`config.mk`:
```
export PLATFORM = sky130hd
export DESIGN_NAME = inst_fetch_flat
export DESIGN_NICKNAME = d
export VERILOG_FILES = /design/src/rtl/if_pkg.sv /design/src/rtl/inst_fetch_if.sv /design/src/rtl/if_fifo.sv /design/src/rtl/inst_fetch.sv /design/src/flat_wrapper.sv
export SDC_FILE = /design/constraint.sdc
export NUM_CORES = 1
export LEC_CHECK = 0
export BUFFER_PORTS_ARGS = -buffer_cell sky130_fd_sc_hd__buf_2
export CAP_MARGIN = 30
export CORE_ASPECT_RATIO = 2
export CORE_MARGIN = 10
export CORE_UTILIZATION = 35
export DETAILED_ROUTE_END_ITERATION = 16
export PLACE_DENSITY_LB_ADDON = 0.1
export SETUP_SLACK_MARGIN = 0.15
export SYNTH_ARGS = -nofsm -noshare
export SYNTH_HDL_FRONTEND = slang
export SYNTH_SLANG_ARGS = --single-unit
```
`constraint.sdc`:
```
create_clock -name clk -period 3.15 [get_ports clk]
set_clock_uncertainty 0.1 [all_clocks]
set_input_delay 0.63 -clock clk [delete_from_list [all_inputs] [get_ports clk]]
set_output_delay 0.63 -clock clk [all_outputs]
set_load 0.02 [all_outputs]
```
`src/rtl/if_pkg.sv`:
```
// Fetch-stage shared types and default widths.
// Imported by the fetch unit, its interface and its FIFOs.
package if_pkg;

  localparam int IF_ADDR_W  = 9;
  localparam int IF_INST_W  = 32;
  localparam int IF_DEPTH   = 2;
  localparam int INST_BYTES = 4;

  typedef enum logic [1:0] {
    RUN   = 2'd0,
    WAIT  = 2'd1,
    DRAIN = 2'd2
  } fetch_state_e;

endpackage

```
`src/rtl/inst_fetch_if.sv`:
```
// Instruction-memory request/response bus.
// master = fetch unit, slave = instruction memory.
interface inst_fetch_if
  import if_pkg::*;
#(
  parameter int ADDR_W = IF_ADDR_W,
  parameter int INST_W = IF_INST_W
);

  logic              imem_req;
  logic [ADDR_W-1:0] imem_adrx;
  logic              imem_gnt;
  logic              imem_rvalid;
  logic [INST_W-1:0] imem_rdata;

  modport master (
    output imem_req,
    output imem_adrx,
    input  imem_gnt,
    input  imem_rvalid,
    input  imem_rdata
  );

  modport slave (
    input  imem_req,
    input  imem_adrx,
    output imem_gnt,
    output imem_rvalid,
    output imem_rdata
  );

endinterface

```
`src/rtl/if_fifo.sv`:
```
// Small synchronous FIFO with a clear input.
// Push while full is taken only when a pop frees the slot.
module if_fifo
  import if_pkg::*;
#(
  parameter int W     = 8,
  parameter int DEPTH = 2
) (
  input  logic                   clk,
  input  logic                   rst,
  input  logic                   i_clr,
  input  logic                   i_push,
  input  logic [W-1:0]           i_din,
  input  logic                   i_pop,
  output logic [W-1:0]           o_dout,
  output logic [$clog2(DEPTH):0] o_count
);

  localparam int AW = $clog2(DEPTH);
  localparam logic [AW:0] FULL = (AW+1)'(DEPTH);

  logic [W-1:0]  r_mem [DEPTH];
  logic [AW-1:0] r_wp;
  logic [AW-1:0] r_rp;
  logic [AW:0]   r_cnt;

  logic w_wr;
  logic w_rd;

  assign w_rd = i_pop && (r_cnt != '0);
  assign w_wr = i_push && ((r_cnt != FULL) || w_rd);

  assign o_dout  = r_mem[r_rp];
  assign o_count = r_cnt;

  always_ff @(posedge clk or negedge rst) begin
    if (!rst) begin
      r_wp  <= '0;
      r_rp  <= '0;
      r_cnt <= '0;
      for (int i = 0; i < DEPTH; i++) begin
        r_mem[i] <= '0;
      end
    end else if (i_clr) begin
      r_wp  <= '0;
      r_rp  <= '0;
      r_cnt <= '0;
    end else begin
      if (w_wr) begin
        r_mem[r_wp] <= i_din;
        r_wp        <= r_wp + 1'b1;
      end
      if (w_rd) begin
        r_rp <= r_rp + 1'b1;
      end
      unique case ({w_wr, w_rd})
        2'b10:   r_cnt <= r_cnt + 1'b1;
        2'b01:   r_cnt <= r_cnt - 1'b1;
        default: r_cnt <= r_cnt;
      endcase
    end
  end

endmodule

```
`src/rtl/inst_fetch.sv`:
```
// Instruction fetch: issues imem reads from pc, tags them,
// and queues returned words in order for decode.
module inst_fetch
  import if_pkg::*;
#(
  parameter int ADDR_W = IF_ADDR_W,
  parameter int INST_W = IF_INST_W,
  parameter int DEPTH  = IF_DEPTH
) (
  input  logic              clk,
  input  logic              rst,
  input  logic [ADDR_W-1:0] pc,
  input  logic              flush,
  output logic              fetch_stall,
  inst_fetch_if.master      imem,
  output logic              inst_valid,
  input  logic              inst_ready,
  output logic [INST_W-1:0] inst,
  output logic [ADDR_W-1:0] inst_pc
);

  localparam int CW = $clog2(DEPTH) + 1;
  localparam logic [CW-1:0] CAP = CW'(DEPTH);
  localparam int BW = INST_W + ADDR_W;

  fetch_state_e r_state;
  logic         r_live;
  logic [CW-1:0] r_drop;

  logic [CW-1:0] w_out;
  logic [CW-1:0] w_cnt;
  logic [CW-1:0] w_avail;
  logic [CW-1:0] w_out_n;
  logic [CW-1:0] w_cnt_n;
  logic [CW-1:0] w_sum_n;
  logic [CW-1:0] w_drop_n;

  logic w_credit;
  logic w_req;
  logic w_grant;
  logic w_rv;
  logic w_keep;
  logic w_pop;

  logic [ADDR_W-1:0] w_tag;
  logic [BW-1:0]     w_head;

  assign inst_valid = (w_cnt != '0);
  assign {inst, inst_pc} = w_head;

  assign w_pop  = inst_valid && inst_ready && !flush;
  assign w_rv   = imem.imem_rvalid && (w_out != '0);
  assign w_keep = w_rv && (r_drop == '0) && !flush;

  // a head leaving this cycle already frees its slot
  assign w_avail  = w_cnt - CW'(w_pop) + w_out;
  assign w_credit = (w_avail < CAP);

  assign w_req = r_live
              && (r_state != DRAIN)
              && w_credit
              && !flush;

  assign w_grant = w_req && imem.imem_gnt;

  assign imem.imem_req  = w_req;
  assign imem.imem_adrx = w_req ? pc : '0;
  assign fetch_stall    = !w_grant;

  assign w_out_n = w_out + CW'(w_grant) - CW'(w_rv);
  assign w_cnt_n = flush ? '0
                 : w_cnt + CW'(w_keep) - CW'(w_pop);
  assign w_sum_n = w_out_n + w_cnt_n;

  always_comb begin
    w_drop_n = r_drop;
    if (flush) begin
      w_drop_n = w_out - CW'(w_rv);
    end else if (w_rv && (r_drop != '0)) begin
      w_drop_n = r_drop - 1'b1;
    end
  end

  always_ff @(posedge clk or negedge rst) begin
    if (!rst) begin
      r_state <= RUN;
      r_drop  <= '0;
      r_live  <= 1'b0;
    end else begin
      r_live <= 1'b1;
      r_drop <= w_drop_n;
      if (w_drop_n != '0) begin
        r_state <= DRAIN;
      end else if (w_sum_n < CAP) begin
        r_state <= RUN;
      end else begin
        r_state <= WAIT;
      end
    end
  end

  // tag FIFO depth equals outstanding-read count
  if_fifo #(
    .W     (ADDR_W),
    .DEPTH (DEPTH)
  ) u_tag (
    .clk     (clk),
    .rst     (rst),
    .i_clr   (1'b0),
    .i_push  (w_grant),
    .i_din   (pc),
    .i_pop   (w_rv),
    .o_dout  (w_tag),
    .o_count (w_out)
  );

  if_fifo #(
    .W     (BW),
    .DEPTH (DEPTH)
  ) u_buf (
    .clk     (clk),
    .rst     (rst),
    .i_clr   (flush),
    .i_push  (w_keep),
    .i_din   ({imem.imem_rdata, w_tag}),
    .i_pop   (w_pop),
    .o_dout  (w_head),
    .o_count (w_cnt)
  );

endmodule

```
`src/flat_wrapper.sv`:
```
// flat-port wrapper written by rule: the top's interface ports become plain ports
module inst_fetch_flat import if_pkg::*;
#(
  parameter int ADDR_W = IF_ADDR_W,
  parameter int INST_W = IF_INST_W,
  parameter int DEPTH  = IF_DEPTH
)
  (clk, rst, pc, flush, fetch_stall, inst_valid, inst_ready, inst, inst_pc, imem_imem_req, imem_imem_adrx, imem_imem_gnt, imem_imem_rvalid, imem_imem_rdata);
  inst_fetch_if #(.ADDR_W(ADDR_W), .INST_W(INST_W)) imem_i ();
  input  logic clk;
  input  logic rst;
  input  logic [ADDR_W-1:0] pc;
  input  logic flush;
  output logic fetch_stall;
  output logic inst_valid;
  input  logic inst_ready;
  output logic [INST_W-1:0] inst;
  output logic [ADDR_W-1:0] inst_pc;
  output wire logic [$bits(imem_i.imem_req)-1:0] imem_imem_req;
  output wire logic [$bits(imem_i.imem_adrx)-1:0] imem_imem_adrx;
  input wire logic [$bits(imem_i.imem_gnt)-1:0] imem_imem_gnt;
  input wire logic [$bits(imem_i.imem_rvalid)-1:0] imem_imem_rvalid;
  input wire logic [$bits(imem_i.imem_rdata)-1:0] imem_imem_rdata;
  assign imem_imem_req = imem_i.imem_req;
  assign imem_imem_adrx = imem_i.imem_adrx;
  assign imem_i.imem_gnt = imem_imem_gnt;
  assign imem_i.imem_rvalid = imem_imem_rvalid;
  assign imem_i.imem_rdata = imem_imem_rdata;
  inst_fetch #(.ADDR_W(ADDR_W), .INST_W(INST_W), .DEPTH(DEPTH)) u_core (.clk(clk), .rst(rst), .pc(pc), .flush(flush), .fetch_stall(fetch_stall), .imem(imem_i), .inst_valid(inst_valid), .inst_ready(inst_ready), .inst(inst), .inst_pc(inst_pc));
endmodule
```
==> qor.yml <==
grt_max_degree: 51
slew_headroom_pct: 59.8
fmax_mhz: 335
synth_top_area_share_pct: 53.5
overflow: 0
avgViaCountPerCell: 4.76
hold_violations: 0
row_count: 63
synthesis.nets: 450
grtUsageTotal_pct: 12.3
firstDrtPassIters: 5
drc: 0
cts_tree: "yes"
ctsLongestPathBuffers: 2
synth_top_family_by_area: "multiplexers"
crit_path_max_fanout: 9
yosysWarnings: 0
setup_tns_ns: 0
finalNetCount: 560
port_buffers: 99
synth_mux_area_share_pct: 29.4
path_cells: "buf_2 > or3b_1 > a21oi_2 > nor3_4 > xnor2_2 > and3_4 > buf_12 > and2_4 > buf_6"
p_per_area_mw_per_mm2: 974
final_layout_size_suffix_gt1_share_pct: 56.7
yosysUniqueCellTypes: 43
synth_flop_cell: "dfrtp_1"
hpwl_um: 8520
synth_area_leaders: "dfrtp_1 (53%), mux2_2 (24%), mux2_4 (2.8%)"
yosys.area_share.simple_pct: 6.74
ys_seq_area_share_pct: 53.5
cts_max_level: 4
antennaDiodeCount: 0
worstMarginPinSlew_ns: 0.602
worstSkewPairLatency_ns: 0.40
grt_pass1_vias: 3974
root_buffer: "clkbuf_16"
synth-edff-count: 0
numCtsBuffers: 17
area_growth_pct: 29.2
finalCritPeriodShare_pct: 94.8
required_ns: 2.42
core-area_mm2: 0.0148
worstSetupStartpointType: "primary input"
cts.clk_slew.worst_paths_ns: 0.06
ios: 100
synth-compound-area-share_pct: 3.86
numClockSinks: 113
async_flop_share_pct: 100
routedWlPerCell_um: 16.9
avgSynthCellArea_um2: 13.3
crit_slowest_cell: "or3b_1"
die_width_um: 107
synth_common_cells: "dfrtp_1 (113), mux2_2 (113), nand2_1 (16)"
critical-path-max-stage-delay_ns: 0.38
drtIter0Drc: 76
post-synth-top-area-cell: "dfrtp_1"
syn_inst: 397
finalSetupViolations: 0
critPathArrivalTime_ns: 2.26
critPathTopFamily: "simple AND/OR/NAND/NOR gates"
ant_nets: 0
multi_input_area_mm2: 0.00237
vias: 3400
wl_met1_um: 4820
die_h_um: 194
seqCellArea_mm2: 0.00283
hp-class: "primary input to asynchronous set/reset pin"
nFillCells: 1425
grt_pass1_wl_um: 20200
rsz0062_at_grt: "yes"
initial_core_util_pct: 35.7
outcome: "finished clean"
final_max_slew_viol_count: 0
die_area_mm2: 0.0207
gp_congestion: 0.770
highest_layer: "met4"
synth_area_mm2: 0.00529
holdWs_ns: 0.0911
synth-xor-area-share_pct: 2.25
power.leakage_nw: 3.32
end_kind: "primary output"
dr_wl_met2_um: 6570
maxCapViolations: 0
crit_type: "primary input to primary output"
dr_wl_met3_um: 489
antenna_found_initial: 0
synthAdderAreaFrac_pct: 1.42
cp_num_buf_inv: 3
peakVddDrop_mv: 0.458
wl_um: 12100
cts_hold_buf: 0
ys_seq_elements: 113
period_needed_ns: 2.99
-- sequential cells by signal (all words and copies together), names as in the netlist --
register	flops
u_core.u_buf.o_count	2
u_core.u_buf.r_wp	1
u_core.u_buf.r_rp	1
u_core.u_buf.r_mem	82
u_core.u_tag.r_wp	1
u_core.r_drop	2
u_core.u_tag.r_rp	1
u_core.u_tag.o_count	2
u_core.u_tag.r_mem	18
u_core.r_state	2
u_core.r_live	1
-- cell usage in the layout, fill, tap and decap left out, drive strengths merged, types with 6 or more instances in the layout --
cell type  Yosys  layout
a21oi         13      13
and2           9       9
buf           12     115
clkbuf        12      20
clkinv         0       8
dfrtp        113     113
ha             6       6
inv            8       9
mux2         124     124
mux2i         11      11
nand2         16      16
nor2          15      15
o21ai         16      16
xnor2          7       7
-- layer usage --
metal	GRT usage, %	vias to the layer above
li1	-	1613
met3	3.70	15
met5	0	-
met1	12.5	1695
met4	4.98	0
met2	22.6	77
-- cell families (layout without fill, tap and decap cells) --
| group | count (synthesis) | count (layout) |
|---|---|---|
| xor+xnor | 12 | 12 |
| simple gates | 62 | 62 |
| compound gates | 36 | 36 |
| flops | 113 | 113 |
| fa+ha+maj | 6 | 6 |
| buf+inv | 32 | 155 |
| mux | 135 | 135 |
| other cells | 1 | 1 |
-- area by class of cell --
type / count / area share [%]
well taps: 195 / 3.57
clock buffers: 20 / 6.68
flip-flops and latches: 113 / 41.5
clock inverters: 12 / 2.31
inverters: 8 / 0.440
repair buffers: 115 / 10.9
multi-input cells: 252 / 34.6
-- final timing paths --
kind / from / to / slack [ns] / depth (start not counted)
hold / removal: rst / u_core.u_buf.r_mem[35] / 0.09 / 1
max in group asynchronous: rst / u_core.u_buf.r_mem[8] / 2.07 / 2
min in group clk: imem_imem_rdata[31] / u_core.u_buf.r_mem[81] / 0.37 / 2
setup reg to reg: u_core.u_tag.o_count[0] / u_core.r_state[0] / 0.36 / 13
setup / recovery: inst_ready / imem_imem_adrx[8] / 0.16 / 9
hold reg to reg: u_core.u_buf.r_mem[4] / u_core.u_buf.r_mem[4] / 0.38 / 2
-- report_power, final --
| group | internal, W | switching, W |
|---|---|---|
| logic | 0.00118 | 0.00112 |
| registers | 0.00207 | 0.000331 |
| clock network | 0.00129 | 0.000670 |
| total | 0.00454 | 0.00212 |
-- metrics by stage --
stage                     worst slack, ns  utilization [%]  instance area, um^2  std cells  total power [W]
after floorplan                     0.211                -                 5290        397          0.00402
after global placement              0.125             40.9                 6060        678          0.00462
final                               0.162             46.1                 6830        715          0.00666
after detailed placement           0.0934             40.9                 6060        678          0.00470
after CTS                           0.111             45.7                 6770        714          0.00675
after global routing               0.0708             46.1                 6830        715          0.00710
-- repair_timing --
action	4_1_cts	5_1_grt
resized for setup	21	15
pin swaps	4	10
endpoints found under the hold margin	0	0
setup buffers	3	1
setup endpoints to repair	10	11
gates cloned	1	0
No activity file was read; power rests on OpenSTA's default activity.
